## src/rtl/seq_payload_capture_if.sv

```systemverilog
// seq_payload_capture_if: valid/ready bundle for the captured payload word.
// master drives data/valid, slave drives ready.
interface seq_payload_capture_if #(
  parameter int PAYLOAD_W = 8
) ();
  logic [PAYLOAD_W-1:0] out_data;
  logic                 out_valid;
  logic                 out_ready;

  modport master (
    output out_data,
    output out_valid,
    input  out_ready
  );

  modport slave (
    input  out_data,
    input  out_valid,
    output out_ready
  );
endinterface

```

## src/rtl/seq_payload_capture.sv

```systemverilog
// seq_payload_capture: shifts PAYLOAD_W bits after a 1101 match into a
// one-deep valid/ready buffer. Define SEQ_PAYLOAD_STATS_EN for counters.
module seq_payload_capture #(
  parameter int PAYLOAD_W = 8,
  parameter int COUNT_W   = 16
) (
  input  logic                  clk,
  input  logic                  reset,
  input  logic                  din,
  input  logic                  match,
  seq_payload_capture_if.master out,
  output logic                  busy,
  output logic [COUNT_W-1:0]    frame_count,
  output logic [COUNT_W-1:0]    drop_count
);
  localparam int BW = $clog2(PAYLOAD_W) + 1;

  typedef enum logic {
    IDLE,
    CAPTURE
  } state_t;

  state_t               state_q, state_d;
  logic [PAYLOAD_W-1:0] sh_q, sh_d;
  logic [PAYLOAD_W-1:0] data_q, data_d;
  logic [PAYLOAD_W-1:0] word;
  logic [BW-1:0]        bcnt_q, bcnt_d;
  logic                 valid_q, valid_d;
  logic                 busy_q, busy_d;
  logic                 done;
  logic                 xfer;
  logic                 load;

  assign word = {sh_q[PAYLOAD_W-2:0], din};

  always_comb begin
    state_d = state_q;
    sh_d    = sh_q;
    bcnt_d  = bcnt_q;
    data_d  = data_q;
    valid_d = valid_q;
    done    = 1'b0;
    xfer    = valid_q && out.out_ready;
    unique case (state_q)
      IDLE: begin
        if (match) begin
          sh_d    = word;
          bcnt_d  = BW'(1);
          state_d = CAPTURE;
        end
      end
      CAPTURE: begin
        // match is ignored here: payload bits may themselves hold 1101
        sh_d   = word;
        bcnt_d = bcnt_q + 1'b1;
        if (bcnt_q == BW'(PAYLOAD_W - 1)) begin
          done    = 1'b1;
          bcnt_d  = '0;
          state_d = IDLE;
        end
      end
      default: state_d = IDLE;
    endcase
    load = done && (!valid_q || xfer);
    if (load) begin
      data_d  = word;
      valid_d = 1'b1;
    end else if (xfer) begin
      valid_d = 1'b0;
    end
    busy_d = (state_d == CAPTURE);
  end

  always_ff @(posedge clk or posedge reset) begin
    if (reset) begin
      state_q <= IDLE;
      sh_q    <= '0;
      bcnt_q  <= '0;
      data_q  <= '0;
      valid_q <= 1'b0;
      busy_q  <= 1'b0;
    end else begin
      state_q <= state_d;
      sh_q    <= sh_d;
      bcnt_q  <= bcnt_d;
      data_q  <= data_d;
      valid_q <= valid_d;
      busy_q  <= busy_d;
    end
  end

  assign out.out_data  = data_q;
  assign out.out_valid = valid_q;
  assign busy          = busy_q;

`ifdef SEQ_PAYLOAD_STATS_EN
  logic [COUNT_W-1:0] frame_q, frame_d;
  logic [COUNT_W-1:0] drop_q, drop_d;
  logic               drop;

  assign drop = done && !load;

  always_comb begin
    frame_d = frame_q + COUNT_W'(load);
    drop_d  = drop_q + COUNT_W'(drop);
  end

  always_ff @(posedge clk or posedge reset) begin
    if (reset) begin
      frame_q <= '0;
      drop_q  <= '0;
    end else begin
      frame_q <= frame_d;
      drop_q  <= drop_d;
    end
  end

  assign frame_count = frame_q;
  assign drop_count  = drop_q;
`else
  assign frame_count = '0;
  assign drop_count  = '0;
`endif
endmodule

```

## src/flat_wrapper.sv

```systemverilog
// flat-port wrapper written by rule: the top's interface ports become plain ports
module seq_payload_capture_flat 
#(
  parameter int PAYLOAD_W = 8,
  parameter int COUNT_W   = 16
)
  (clk, reset, din, match, busy, frame_count, drop_count, out_out_data, out_out_valid, out_out_ready);
  seq_payload_capture_if #(.PAYLOAD_W(PAYLOAD_W)) out_i ();
  input  logic clk;
  input  logic reset;
  input  logic din;
  input  logic match;
  output logic busy;
  output logic [COUNT_W-1:0] frame_count;
  output logic [COUNT_W-1:0] drop_count;
  output wire logic [$bits(out_i.out_data)-1:0] out_out_data;
  output wire logic [$bits(out_i.out_valid)-1:0] out_out_valid;
  input wire logic [$bits(out_i.out_ready)-1:0] out_out_ready;
  assign out_out_data = out_i.out_data;
  assign out_out_valid = out_i.out_valid;
  assign out_i.out_ready = out_out_ready;
  seq_payload_capture #(.PAYLOAD_W(PAYLOAD_W), .COUNT_W(COUNT_W)) u_core (.clk(clk), .reset(reset), .din(din), .match(match), .out(out_i), .busy(busy), .frame_count(frame_count), .drop_count(drop_count));
endmodule
```

## config.mk

```make
export PLATFORM = sky130hd
export DESIGN_NAME = seq_payload_capture_flat
export DESIGN_NICKNAME = d
export VERILOG_FILES = /design/src/rtl/seq_payload_capture_if.sv /design/src/rtl/seq_payload_capture.sv /design/src/flat_wrapper.sv
export SDC_FILE = /design/constraint.sdc
export NUM_CORES = 1
export LEC_CHECK = 0
export CORE_MARGIN = 4
export CORE_UTILIZATION = 25
export DETAILED_ROUTE_END_ITERATION = 8
export GPL_TIMING_DRIVEN = 0
export HOLD_SLACK_MARGIN = 0.15
export PLACE_DENSITY = 0.6
export SYNTH_ARGS = -nofsm -noshare
export SYNTH_HDL_FRONTEND = slang
export SYNTH_SLANG_ARGS = --single-unit
```

## constraint.sdc

```tcl
create_clock -name clk -period 1.7 [get_ports clk]
set_input_delay 0.255 -clock clk [delete_from_list [all_inputs] [get_ports clk]]
set_output_delay 0.255 -clock clk [all_outputs]
set_load 0.01 [all_outputs]
```

==> results of run 1 <==
-- path summary, 6_finish.rpt --
check                                  startpoint                     end  cells after the start
setup / recovery                 u_core.bcnt_q[0]  u_core.out.out_data[1]                      5
min in group clk           u_core.out.out_data[3]  u_core.out.out_data[3]                      1
hold reg to reg            u_core.out.out_data[3]  u_core.out.out_data[3]                      1
hold / removal                              reset  u_core.out.out_data[3]                      2
setup reg to reg                 u_core.bcnt_q[0]  u_core.out.out_data[1]                      5
max in group asynchronous                   reset  u_core.out.out_data[4]                      2
-- through the flow --
step | area (sq um) | hold WS (ns) | cells
after CTS | 1475 | 0.4780 | 194
after floorplan | 1227 | 0.2315 | 126
final | 1490 | 0.4417 | 196
after global placement | 1430 | 0.4862 | 190
after detailed placement | 1430 | 0.4994 | 190
after global routing | 1490 | 0.5164 | 196
-- final cells by class --
cell class / instances / area (sq um)
Tap cell: 50 / 62.56
Fill cell: 430 / 2654
Sequential cell: 21 / 525.5
Buffer: 33 / 245.2
Inverter: 5 / 18.77
Multi-Input combinational cell: 67 / 437.9
Timing Repair Buffer: 16 / 155.1
Clock buffer: 4 / 45.04
-- state kept, by name, indices dropped and copies added, names as in the netlist --
signal	count
u_core.state_q	1
u_core.out.out_valid	1
u_core.out.out_data	8
u_core.bcnt_q	4
u_core.sh_q	7
-- worst max-delay path, stage by stage (launching register included) --
cell,delay [ns]
dfrtp_1,0.39
ha_1,0.27
nand4b_4,0.14
a21oi_4,0.14
buf_4,0.16
mux2_2,0.33
-- cells by family (layout without fill, tap and decap cells) --
group / after synthesis / after routing / share of synthesized area
other: 1 / 32 / 0.003375
AND/OR/NAND/NOR: 8 / 8 / 0.05743
multiplexers: 15 / 15 / 0.1520
flip-flops: 21 / 21 / 0.4730
AO/OA/AOI/OAI: 11 / 11 / 0.06532
adder cells (fa/ha/maj): 1 / 1 / 0.01126
buffers and inverters: 38 / 58 / 0.2376
-- layer usage --
layer	global-route usage	vias to the layer above	wire length, um
met5	0	-	0
met4	0.02964	0	16
met3	0.02136	4	207
met2	0.1239	33	964
met1	0.07590	325	733
li1	-	352	-
-- report_power, final --
part | internal, uW | switching, uW
Clock | 166 | 150
Combinational | 557 | 385
Sequential | 733 | 162
Total | 1460 | 697
-- placed cells by master, fill, tap and decap left out, drive strengths merged --
cell type / netlist / routed
buf: 33 / 35
conb: 1 / 32
dfrtp: 21 / 21
mux2: 15 / 15
clkdlybuf4s50: 0 / 14
a21oi: 6 / 6
inv: 5 / 5
clkbuf: 0 / 4
nand2: 2 / 2
o21ai: 2 / 2
nand3: 2 / 2
nand4b: 1 / 1
nand2b: 1 / 1
nor2: 1 / 1
o21a: 1 / 1
o22ai: 1 / 1
o21bai: 1 / 1
nor3: 1 / 1
ha: 1 / 1
==> results.toml, run 1 <==
[status]
status = "complete, no violations"

[placement]
port_buffers = 14
dp_slack_ns = 0.06121
dpl.hpwl_um = 1551
gp_congestion = 0.6986

[detailed_routing]
wire_per_inst_um = 9.806
vias_per_cell = 3.643
drt_iter0_drc = 5
wirelength_um = 1922
final_antenna_net_count = 0
via_count = 714
drc = 0
first_pass_iters = 4

[logic_synthesis]
ys_seq_elements = 21
ys_types = 19
synth_enable_flop_cells = 0
yosysWarnings = 0
synthArstFlopShare = 1.000
ys_top_cells_by_area = "dfrtp_1 47%, buf_4 22%, mux2_2 15%, a21oi_1 2.3%, nand4b_4 2.1%"
yosysSeqAreaShare = 0.4730
synth_largest_area_cell = "dfrtp_1"
synth_commonest_cells = "32 x buf_4, 21 x dfrtp_1, 15 x mux2_2, 5 x a21oi_1, 5 x inv_1"
syn_area_sq_mm = 0.001111
synthCells = 95
yosysMostFrequentCell = "buf_4"
yosysTopAreaCellShare = 0.4730
synth_area_per_cell_sq_um = 11.70
ys.flop_type = "dfrtp_1"

[sta]
fin_ws_ns = 0.1500
finalCriticalPeriod_ns = 1.550
tightest_slew_ns = 0.7834
hold_viol = 0
tns_ns = 0
max_slew_margin = 0.4772
min_period_over_period = 0.9118
slew_viol_final = 0
setup_viol = 0
grt_setup_unrepaired = "false"
clock.fmax_mhz = 645.2
fin_skew_ns = 0.006140

[final_layout]
syn2layout_area_growth_pct = 34.12
drive_above_1_share = 0.3836
fin_util = 0.3596
diodes = 0
finalNetCount = 153

[die]
rows = 23
io_pins = 47
die_w_um = 74.67
start_util = 0.2681
die_h_um = 74.67
die-area_sq_mm = 0.005575
fp.coreArea_sq_mm = 0.004144

[global_routing]
grt_usage = 0.06942
grt_max_degree = 22
grt_pass1_wl_um = 2918
antenna_found_initial = 0
grt_pass1_vias = 640
grt_remaining_overflow = 0

[pwr]
power_leakage_uw = 0.0007392
report.power.total_uw = 2154
p_per_area_mw_per_mm2 = 1445
ir_drop_v = 0.0006953

[hold_path]
hold_class = "input port to asynchronous set/reset pin"

[flow_run]
drv_cap = 0

[clock_network]
clock_sinks = 21
cts_root_buf = "clkbuf_8"
numCtsBuffers = 3
postCtsHoldBufs = 0
path_clk_slew_ns = 0.08
cts_resized = 0
clk_latency_ns = 0.25
clock_path_buffers = 2
htreeDepth = 1
post_cts_buffers = 0
cts_tree = "yes"

[worst_setup_path]
worstSetupPathType = "register to register"
r2r_slack_ns = 0.15
startpoint_type = "register"
critical_path_required_ns = 1.84
arrival_ns = 1.69
cp-end-kind = "register"
critPathMaxFanout = 4
Note: power is estimated with default switching activity, not from simulation.
==> inputs of run 2 (changes only) <==
--- a/config.mk
+++ b/config.mk
@@ -11,6 +11,7 @@
 export GPL_TIMING_DRIVEN = 0
 export HOLD_SLACK_MARGIN = 0.15
 export PLACE_DENSITY = 0.6
+export SKIP_CTS_REPAIR_TIMING = 1
 export SYNTH_ARGS = -nofsm -noshare
 export SYNTH_HDL_FRONTEND = slang
 export SYNTH_SLANG_ARGS = --single-unit
==> results of run 2 <==
Final layout, timing and power as in run 1 (identical DEF).
